`src/rtl/fft64_ctrl_pkg.sv`:
```
// ---------------------------------------------------------------------------
// fft64_ctrl_pkg
// Shared definitions for the USFFT64_2B sequencer:
//   state_t          sequencer FSM states (IDLE, ARM, STREAM, FLUSH)
//   FRAME_LEN        samples per FFT frame (64)
//   FRAME_AW         width of a sample/result index (6)
//   MAX_OUTSTANDING  frames that can be inside the core at once (3)
//   SHIFT_S*_LSB     bit offsets of the per-stage fields inside FFT_SHIFT
//   sat_dec2()       2-bit decrement that saturates at 0
// ---------------------------------------------------------------------------
package fft64_ctrl_pkg;

   typedef enum logic [1:0] {
      IDLE   = 2'd0,
      ARM    = 2'd1,
      STREAM = 2'd2,
      FLUSH  = 2'd3
   } state_t;

   localparam int FRAME_LEN       = 64;
   localparam int FRAME_AW        = 6;
   localparam int MAX_OUTSTANDING = 3;

   localparam int SHIFT_FIELD_W   = 2;
   localparam int SHIFT_S1_LSB    = 0;
   localparam int SHIFT_S2_LSB    = 2;

   function automatic logic [SHIFT_FIELD_W-1:0] sat_dec2(input logic [SHIFT_FIELD_W-1:0] v);
      sat_dec2 = (v == '0) ? v : v - 1'b1;
   endfunction

endpackage

```
`src/rtl/fft64_out_tracker.sv`:
```
// ---------------------------------------------------------------------------
// fft64_out_tracker
// Re-frames the FFT core's RDY/ADDR result stream into a qualified stream.
// A 64-cycle output window opens on the first ED cycle after RDY is seen
// with ED high; the window advances only on ED cycles.
//
// Ports:
//   i_clk, i_rst   clock, synchronous active-high reset
//   i_ed           core enable (the core advances only when high)
//   i_rdy          core RDY
//   i_pend         a real frame is still owed by the core
//   i_ovf1/i_ovf2  core overflow flags
//   i_addr         core result address
//   o_vld          result valid this cycle (window open and ED)
//   o_addr         result index (0 outside a valid cycle)
//   o_sof/o_eof    first / last result of the frame
//   o_ovf          {OVF2, OVF1} captured at the last EOF
//   o_open         window is open (registered)
// ---------------------------------------------------------------------------
module fft64_out_tracker
   import fft64_ctrl_pkg::*;
(
   input  logic                i_clk,
   input  logic                i_rst,
   input  logic                i_ed,
   input  logic                i_rdy,
   input  logic                i_pend,
   input  logic                i_ovf1,
   input  logic                i_ovf2,
   input  logic [FRAME_AW-1:0] i_addr,
   output logic                o_vld,
   output logic [FRAME_AW-1:0] o_addr,
   output logic                o_sof,
   output logic                o_eof,
   output logic [1:0]          o_ovf,
   output logic                o_open
);

   logic                r_open;
   logic [FRAME_AW-1:0] r_wcnt;
   logic [1:0]          r_ovf;

   logic w_vld;
   logic w_last;
   logic w_free;
   logic w_start;

   assign w_vld  = r_open & i_ed;
   assign w_last = (r_wcnt == FRAME_AW'(FRAME_LEN - 1));
   // The window may restart only when idle or on its own final cycle, so a
   // stray RDY mid-window cannot truncate a frame.
   assign w_free = ~r_open | w_last;
   // RDY produced by the zero-filled flush frames is ignored: a window opens
   // only while a real frame is still owed.
   assign w_start = i_ed & i_rdy & w_free & i_pend;

   always_ff @(posedge i_clk) begin
      if (i_rst) begin
         r_open <= 1'b0;
         r_wcnt <= '0;
         r_ovf  <= 2'b00;
      end else begin
         if (w_vld && w_last) begin
            r_ovf <= {i_ovf2, i_ovf1};
         end
         if (w_start) begin
            r_open <= 1'b1;
            r_wcnt <= '0;
         end else if (w_vld) begin
            r_wcnt <= r_wcnt + 1'b1;
            if (w_last) begin
               r_open <= 1'b0;
            end
         end
      end
   end

   assign o_vld  = w_vld;
   assign o_addr = w_vld ? i_addr : '0;
   assign o_sof  = w_vld & (r_wcnt == '0);
   assign o_eof  = w_vld & w_last;
   assign o_ovf  = r_ovf;
   assign o_open = r_open;

endmodule

```
`src/rtl/fft64_seq_ctrl.sv`:
```
// ---------------------------------------------------------------------------
// fft64_seq_ctrl
// Sequencer for the 64-point pipelined FFT core USFFT64_2B. Converts a
// valid/ready sample stream into the core's ED/START/DR/DI protocol, tracks
// frames in flight, drains the pipeline at session end and qualifies the
// core's result stream with VLD/ADDR/SOF/EOF/OVF.
//
// Parameters:
//   NB          sample width (matches the core's nb)
//   SHIFT_INIT  SHIFT code loaded at reset ([1:0] stage 1, [3:2] stage 2)
//
// Ports:
//   CLK, RST            clock, synchronous active-high reset
//   EN                  session enable
//   IN_VLD/IN_RDY       input handshake; IN_DR/IN_DI sample data
//   FFT_ED/FFT_START    core enable and START
//   FFT_SHIFT           core scaling code
//   FFT_DR/FFT_DI       core input data
//   FFT_RDY/OVF1/OVF2   core status; FFT_ADDR core result address
//   OUT_VLD/OUT_ADDR    result qualifier and index
//   OUT_SOF/OUT_EOF     first / last result of a frame
//   OUT_OVF             {OVF2, OVF1} captured at EOF
//   BUSY                sequencer is not idle
//
// Build option: define FFT64_AUTOSHIFT_EN to lower each SHIFT stage field
// (saturating at 0) after any session whose results overflowed that stage.
// ---------------------------------------------------------------------------
module fft64_seq_ctrl
   import fft64_ctrl_pkg::*;
#(
   parameter int         NB         = 16,
   parameter logic [3:0] SHIFT_INIT = 4'b0000
) (
   input  logic                CLK,
   input  logic                RST,
   input  logic                EN,
   input  logic                IN_VLD,
   output logic                IN_RDY,
   input  logic [NB-1:0]       IN_DR,
   input  logic [NB-1:0]       IN_DI,
   output logic                FFT_ED,
   output logic                FFT_START,
   output logic [3:0]          FFT_SHIFT,
   output logic [NB-1:0]       FFT_DR,
   output logic [NB-1:0]       FFT_DI,
   input  logic                FFT_RDY,
   input  logic                FFT_OVF1,
   input  logic                FFT_OVF2,
   input  logic [FRAME_AW-1:0] FFT_ADDR,
   output logic                OUT_VLD,
   output logic [FRAME_AW-1:0] OUT_ADDR,
   output logic                OUT_SOF,
   output logic                OUT_EOF,
   output logic [1:0]          OUT_OVF,
   output logic                BUSY
);

   state_t              r_state;
   logic [FRAME_AW-1:0] r_cnt;
   logic [1:0]          r_outst;
   logic [3:0]          r_shift;
   logic                r_start;
`ifdef FFT64_AUTOSHIFT_EN
   logic [1:0]          r_ovf_sticky;
`endif

   logic          w_in_rdy;
   logic          w_fft_ed;
   logic [NB-1:0] w_fft_dr;
   logic [NB-1:0] w_fft_di;
   logic          w_acc;
   logic          w_frame_done;
   logic          w_eof;
   logic          w_open;
   logic [1:0]    w_outst_nxt;
   logic          w_pend;

   // Core-side drive, decoded from state; the input path is combinational.
   always_comb begin
      w_in_rdy = 1'b0;
      w_fft_ed = 1'b0;
      w_fft_dr = '0;
      w_fft_di = '0;
      case (r_state)
         ARM: begin
            w_fft_ed = 1'b1;
         end
         STREAM: begin
            // With EN low at a frame boundary no new frame may start; this
            // single cycle precedes the move to FLUSH.
            w_in_rdy = ~(~EN & (r_cnt == '0));
            w_fft_ed = IN_VLD & w_in_rdy;
            w_fft_dr = IN_DR;
            w_fft_di = IN_DI;
         end
         FLUSH: begin
            w_fft_ed = 1'b1;
         end
         default: begin
         end
      endcase
   end

   assign w_acc        = IN_VLD & w_in_rdy;
   assign w_frame_done = w_acc & (r_cnt == FRAME_AW'(FRAME_LEN - 1));

   // Frames in flight: +1 when a frame's last sample enters, -1 at its EOF.
   always_comb begin
      case ({w_frame_done, w_eof})
         2'b10:   w_outst_nxt = r_outst + 2'd1;
         2'b01:   w_outst_nxt = r_outst - 2'd1;
         default: w_outst_nxt = r_outst;
      endcase
   end

   assign w_pend = (w_outst_nxt != 2'd0);

   fft64_out_tracker u_trk (
      .i_clk  (CLK),
      .i_rst  (RST),
      .i_ed   (w_fft_ed),
      .i_rdy  (FFT_RDY),
      .i_pend (w_pend),
      .i_ovf1 (FFT_OVF1),
      .i_ovf2 (FFT_OVF2),
      .i_addr (FFT_ADDR),
      .o_vld  (OUT_VLD),
      .o_addr (OUT_ADDR),
      .o_sof  (OUT_SOF),
      .o_eof  (w_eof),
      .o_ovf  (OUT_OVF),
      .o_open (w_open)
   );

   always_ff @(posedge CLK) begin
      if (RST) begin
         r_state <= IDLE;
         r_cnt   <= '0;
         r_outst <= 2'd0;
         r_shift <= SHIFT_INIT;
         r_start <= 1'b0;
`ifdef FFT64_AUTOSHIFT_EN
         r_ovf_sticky <= 2'b00;
`endif
      end else begin
         r_start <= 1'b0;
         r_outst <= w_outst_nxt;
         if (w_acc) begin
            r_cnt <= r_cnt + 1'b1;
         end
`ifdef FFT64_AUTOSHIFT_EN
         if (w_eof) begin
            r_ovf_sticky <= r_ovf_sticky | {FFT_OVF2, FFT_OVF1};
         end
`endif
         case (r_state)
            IDLE: begin
               if (EN) begin
                  r_state <= ARM;
                  r_start <= 1'b1;
`ifdef FFT64_AUTOSHIFT_EN
                  r_ovf_sticky <= 2'b00;
`endif
               end
            end
            ARM: begin
               r_state <= STREAM;
            end
            STREAM: begin
               // Close only at a frame boundary: either the last sample of
               // the frame is entering now, or no frame is in progress.
               if (~EN && (w_frame_done || (r_cnt == '0))) begin
                  r_state <= FLUSH;
               end
            end
            FLUSH: begin
               if ((r_outst == 2'd0) && ~w_open) begin
                  r_state <= IDLE;
`ifdef FFT64_AUTOSHIFT_EN
                  if (r_ovf_sticky[0]) begin
                     r_shift[SHIFT_S1_LSB +: SHIFT_FIELD_W] <=
                        sat_dec2(r_shift[SHIFT_S1_LSB +: SHIFT_FIELD_W]);
                  end
                  if (r_ovf_sticky[1]) begin
                     r_shift[SHIFT_S2_LSB +: SHIFT_FIELD_W] <=
                        sat_dec2(r_shift[SHIFT_S2_LSB +: SHIFT_FIELD_W]);
                  end
`endif
               end
            end
            default: begin
               r_state <= IDLE;
            end
         endcase
      end
   end

   assign IN_RDY    = w_in_rdy;
   assign FFT_ED    = w_fft_ed;
   assign FFT_DR    = w_fft_dr;
   assign FFT_DI    = w_fft_di;
   assign FFT_START = r_start;
   assign FFT_SHIFT = r_shift;
   assign OUT_EOF   = w_eof;
   assign BUSY      = (r_state != IDLE);

endmodule

```
`config.mk`:
```
export PLATFORM = sky130hd
export DESIGN_NAME = fft64_seq_ctrl
export DESIGN_NICKNAME = d
export VERILOG_FILES = /design/src/rtl/fft64_ctrl_pkg.sv /design/src/rtl/fft64_out_tracker.sv /design/src/rtl/fft64_seq_ctrl.sv
export SDC_FILE = /design/constraint.sdc
export NUM_CORES = 1
export LEC_CHECK = 0
export CAP_MARGIN = 5
export CORE_AREA = 2 2 79 81
export DETAILED_ROUTE_END_ITERATION = 8
export DIE_AREA = 0 0 81 83
export PLACE_DENSITY_LB_ADDON = 0.1
export SYNTH_ARGS = -nofsm -noshare
export SYNTH_HDL_FRONTEND = slang
export SYNTH_SLANG_ARGS = --single-unit
export TNS_END_PERCENT = 50
```
`constraint.sdc`:
```
create_clock -name CLK -period 4.1 [get_ports CLK]
set_clock_uncertainty 0.05 [all_clocks]
set_input_delay 0.41 -clock CLK [delete_from_list [all_inputs] [get_ports CLK]]
set_output_delay 0.41 -clock CLK [all_outputs]
set_load 0.05 [all_outputs]
```
==> report_table.html <==
<table>
<tr><th>Metric</th><th>Value</th></tr>
<tr><th colspan="2">Status</th></tr>
<tr><td>Result of the run</td><td>completed</td></tr>
<tr><th colspan="2">GRT</th></tr>
<tr><td>Antenna violations before repair</td><td>0</td></tr>
<tr><td>Wire length of the first global-routing pass</td><td>roughly 7300 um</td></tr>
<tr><td>Via count of the first global-routing pass</td><td>around 1600</td></tr>
<tr><td>Largest net degree at the start of global routing</td><td>38</td></tr>
<tr><td>Total global-route track usage</td><td>roughly 13%</td></tr>
<tr><td>Leftover overflow at the end of global routing</td><td>0</td></tr>
<tr><th colspan="2">Timing</th></tr>
<tr><td>Transition time of the tightest slew-check pin</td><td>between 0.5 and 0.6 ns</td></tr>
<tr><td>Final setup violating endpoints</td><td>0</td></tr>
<tr><td>RSZ-0062 raised after global routing</td><td>false</td></tr>
<tr><td>Achievable clock frequency</td><td>between 0.3 and 0.4 GHz</td></tr>
<tr><td>Final worst path period need</td><td>~3.2 ns</td></tr>
<tr><td>Total Neg Setup Slack</td><td>0 ns</td></tr>
<tr><td>Final Cycle Share</td><td>between 70 and 80%</td></tr>
<tr><td>Hold Violations, Final</td><td>0</td></tr>
<tr><td>Final-report max-slew violation count</td><td>0</td></tr>
<tr><td>Headroom to the max-slew limit</td><td>about 61%</td></tr>
<tr><th colspan="2">Synthesis</th></tr>
<tr><td>Dominant combinational cell family by area after synthesis</td><td>simple AND/OR/NAND/NOR gates</td></tr>
<tr><td>Sequential-to-total area share from yosys stat</td><td>between 20% and 30%</td></tr>
<tr><td>Simple-gate share of the synthesized area</td><td>34.59%</td></tr>
<tr><td>Number of enable flip-flop cells after synthesis</td><td>0</td></tr>
<tr><td>Ys flop type</td><td>dfxtp_1</td></tr>
<tr><td>Cell types with the highest counts after synthesis</td><td>and2_1 (33), dfxtp_1 (20), inv_1 (13)</td></tr>
<tr><td>Netlist area before placement</td><td>1425 um^2</td></tr>
<tr><td>Parity-gate share of the synthesized area counting xor and xnor cells</td><td>4.917%</td></tr>
<tr><td>Ys async rst share</td><td>0%</td></tr>
<tr><td>Mapped Cells</td><td>approximately 180</td></tr>
<tr><td>Flop and latch count out of synthesis</td><td>20</td></tr>
<tr><td>Synth top area cells</td><td>dfxtp_1 (28%), and2_1 (14%), ha_1 (8.8%)</td></tr>
<tr><td>Multiplexer area fraction after synthesis</td><td>1.405%</td></tr>
<tr><td>Cell with the most instances after synthesis</td><td>and2_1</td></tr>
<tr><td>Fraction of post-synthesis cell area in the top cell type by area</td><td>about 28%</td></tr>
<tr><td>Library cell with the largest summed area after synthesis</td><td>dfxtp_1</td></tr>
<tr><td>Post-synthesis adder-cell area fraction</td><td>8.780%</td></tr>
<tr><td>Yosys synthesis warning count</td><td>0</td></tr>
<tr><td>Library cells used by synthesis</td><td>37</td></tr>
<tr><td>Average cell area after synthesis</td><td>around 8 um^2</td></tr>
<tr><td>Compound-Gate Fraction of Synth Area</td><td>13.96%</td></tr>
<tr><th colspan="2">Route</th></tr>
<tr><td>Total vias in the final route</td><td>roughly 1500</td></tr>
<tr><td>Post-detailed-route wirelength per cell</td><td>12.21 um</td></tr>
<tr><td>Post-detailed-route via-to-cell ratio</td><td>approximately 4.4</td></tr>
<tr><td>First DRT Iteration DRCs</td><td>50</td></tr>
<tr><td>Top routing layer in use</td><td>met3</td></tr>
<tr><td># DRC</td><td>0</td></tr>
<tr><td>Routed length on met1</td><td>about 1900 um</td></tr>
<tr><td>Met3 routed WL</td><td>about 430 um</td></tr>
<tr><td>Post-DRT Antenna Nets</td><td>0</td></tr>
<tr><td>First-pass iteration count of the detailed router</td><td>4</td></tr>
<tr><td>Total wire length after detailed routing</td><td>roughly 4200 um</td></tr>
<tr><td>Routed wl met2</td><td>roughly 1800 um</td></tr>
<tr><th colspan="2">Hold path</th></tr>
<tr><td>Worst min-delay path startpoint</td><td>u_trk.o_ovf[1]$_SDFFE_PP0P_</td></tr>
<tr><td>Worst min-delay path class</td><td>reg -&gt; reg</td></tr>
<tr><td>Hold path cells</td><td>2</td></tr>
<tr><td>Endpoint of the worst hold path</td><td>u_trk.o_ovf[1]$_SDFFE_PP0P_</td></tr>
<tr><th colspan="2">Clock network</th></tr>
<tr><td>TritonCTS clock tree</td><td>yes</td></tr>
<tr><td>Clock slew at the register clock pins of the worst setup and hold paths</td><td>0.08 ns</td></tr>
<tr><td>Clock insertion delay at the later pin of the skew report</td><td>about 0.26 ns</td></tr>
<tr><td>Root buffer cell</td><td>clkbuf_8</td></tr>
<tr><td>TritonCTS Buffers</td><td>3</td></tr>
<tr><td>Post-CTS Hold Buffers</td><td>0</td></tr>
<tr><td>Worst-case clock buffer depth</td><td>2</td></tr>
<tr><td>H-tree level count</td><td>1</td></tr>
<tr><td>Clk sink count</td><td>20</td></tr>
<tr><td>Post-CTS Setup Bufs</td><td>0</td></tr>
<tr><td>Post_cts resized</td><td>0</td></tr>
<tr><th colspan="2">Pwr</th></tr>
<tr><td>Cell leakage power</td><td>roughly 0.93 nW</td></tr>
<tr><td>Switching share of power</td><td>41.65%</td></tr>
<tr><td>Power after layout</td><td>~0.00085 W</td></tr>
<tr><td>Comb power frac</td><td>51.6%</td></tr>
<tr><td>Power share of the sequential group</td><td>roughly a quarter</td></tr>
<tr><td>Design internal power</td><td>~0.00050 W</td></tr>
<tr><td>Net Sw Power</td><td>~0.00036 W</td></tr>
<tr><td>PwrDens</td><td>between 300 and 400 nW/um^2</td></tr>
<tr><td>Clock power frac</td><td>approximately a quarter</td></tr>
<tr><td>Worst IR drop on VDD</td><td>between 150 and 200 uV</td></tr>
<tr><th colspan="2">Critical path</th></tr>
<tr><td>Reg-to-reg startpoint</td><td>r_cnt[0]$_SDFFE_PP0P_</td></tr>
<tr><td>WP data arrival</td><td>~2.7 ns</td></tr>
<tr><td>FF-to-FF setup slack</td><td>1.25 ns</td></tr>
<tr><td>Top fanout value on the critical path</td><td>15</td></tr>
<tr><td>Crit end category</td><td>output pin</td></tr>
<tr><td>Critical register-to-register path endpoint</td><td>u_trk.r_wcnt[0]$_SDFFE_PP0N_</td></tr>
<tr><td>FF-to-FF path depth</td><td>11</td></tr>
<tr><td>Setup Crit Path Kind</td><td>reg -&gt; out</td></tr>
<tr><td>CP required</td><td>3.64 ns</td></tr>
<tr><td>Startpoint type of the worst setup path</td><td>flop</td></tr>
<tr><th colspan="2">Die</th></tr>
<tr><td>Top Ports</td><td>between 90 and 100</td></tr>
<tr><td>Floorplan core area</td><td>5816 um^2</td></tr>
<tr><td>Starting utilization of the core area</td><td>24.51%</td></tr>
<tr><td>Die Area</td><td>approximately 6700 um^2</td></tr>
<tr><td>Width of the die</td><td>roughly 80 um</td></tr>
<tr><td>Height of the die</td><td>roughly 83 um</td></tr>
<tr><td>Floorplan row count</td><td>28</td></tr>
<tr><th colspan="2">Placement</th></tr>
<tr><td>Weighted congestion at the end of routability-driven global placement</td><td>about 0.78</td></tr>
<tr><td>Number of input and output port buffers inserted</td><td>91</td></tr>
<tr><td>Detailed Place HPWL</td><td>between 3000 and 4000 um</td></tr>
<tr><th colspan="2">Final layout</th></tr>
<tr><td>Growth of design area from synthesis to finish</td><td>72.78%</td></tr>
<tr><td>Fraction of layout cells with a size suffix above 1</td><td>under 10%</td></tr>
<tr><td>Ant. Diodes</td><td>0</td></tr>
<tr><td>Count of nets after finishing</td><td>325</td></tr>
<tr><th colspan="2">Run</th></tr>
<tr><td>Number of max-cap violations</td><td>0</td></tr>
</table>
worst max-delay path, cell delays in order (launching register included):
cell,delay [ns]
dfxtp_1,0.41
inv_1,0.07
ha_1,0.19
nor2b_1,0.16
a311o_1,0.35
buf_4,0.19
nor3_1,0.23
clkdlybuf4s50_1,0.87
power by group through the flow:
stage / sequential, W / clock [W] / combinational, W
final: 0.000213 / 0.000200 / 0.000440
after global routing: 0.000215 / 0.000214 / 0.000471
after CTS: 0.000213 / 0.000206 / 0.000445
after detailed placement: 0.000218 / 0 / 0.000443
after global placement: 0.000218 / 0 / 0.000447
after floorplan: 0.000224 / 0 / 0.000280
cells by family (layout without fill, tap and decap cells):
logic type      Yosys count  count (layout)
simple gates             84              84
mux                       2               2
buf+inv                  26             110
flops                    20              20
xor+xnor                  8               8
other cells               1               4
fa+ha+maj                10              10
compound gates           31              31
through the flow:
step / std cells / instance area (um^2) / utilization, % / hold WS [ns] / setup slack, ns
final: 344 / 2462 / 42.34 / 0.4463 / 0.9143
after global routing: 344 / 2462 / 42.34 / 0.4786 / 0.7339
after CTS: 344 / 2462 / 42.34 / 0.4606 / 0.8983
after detailed placement: 340 / 2391 / 41.11 / 0.4477 / 0.9540
after global placement: 340 / 2391 / 41.11 / 0.4324 / 0.9874
after floorplan: 185 / 1436 / - / 0.4152 / 0.4355
cell type report:
| cell class | instances | area (um^2) |
|---|---|---|
| Inverter | 13 | 48.80 |
| Multi-Input combinational cell | 139 | 922.1 |
| Clock buffer | 3 | 41.29 |
| Fill cell | 616 | 3353 |
| Timing Repair Buffer | 93 | 925.9 |
| Clock inverter | 1 | 30.03 |
| Tap cell | 75 | 93.84 |
| Sequential cell | 20 | 400.4 |
layer usage:
layer / vias to the layer above / global-route usage (%)
met1: 666 / 17.41
met2: 53 / 20.81
met3: 0 / 5.326
met4: 0 / 0
met5: - / 0
li1: 794 / -
worst max-delay path by stage:
stage                               start                            to  slack, ns  depth (start not counted)
floorplan           r_cnt[0]$_SDFFE_PP0P_  u_trk.r_wcnt[2]$_SDFFE_PP0N_       0.44                         11
global placement                   IN_VLD                   OUT_ADDR[4]       0.99                          6
detailed placement                 IN_VLD                       OUT_EOF       0.95                          6
CTS                 r_cnt[0]$_SDFFE_PP0P_                       OUT_EOF       0.90                          7
global route        r_cnt[0]$_SDFFE_PP0P_                       OUT_SOF       0.73                          8
finish              r_cnt[0]$_SDFFE_PP0P_                       OUT_EOF       0.91                          7
flip-flops by register name, indices dropped and copies added, names as in the netlist:
signal        cells
u_trk.o_open      1
FFT_START         1
r_state           2
u_trk.o_ovf       2
r_outst           2
r_cnt             6
u_trk.r_wcnt      6
cells in the final DEF (no fill, tap or decap), types with 4 or more instances in the layout:
cell type and instances:
nand3_1 7, o31ai_1 6, nand4_1 6, o21ai_0 5
dfxtp_1 20, or4_1 4, xor2_1 5, conb_1 4
nor2_1 11, inv_1 13, and3_1 8, ha_1 10
clkdlybuf4s50_1 91, a21oi_1 11, and2_1 33
Power figures use the tool's default switching activity.
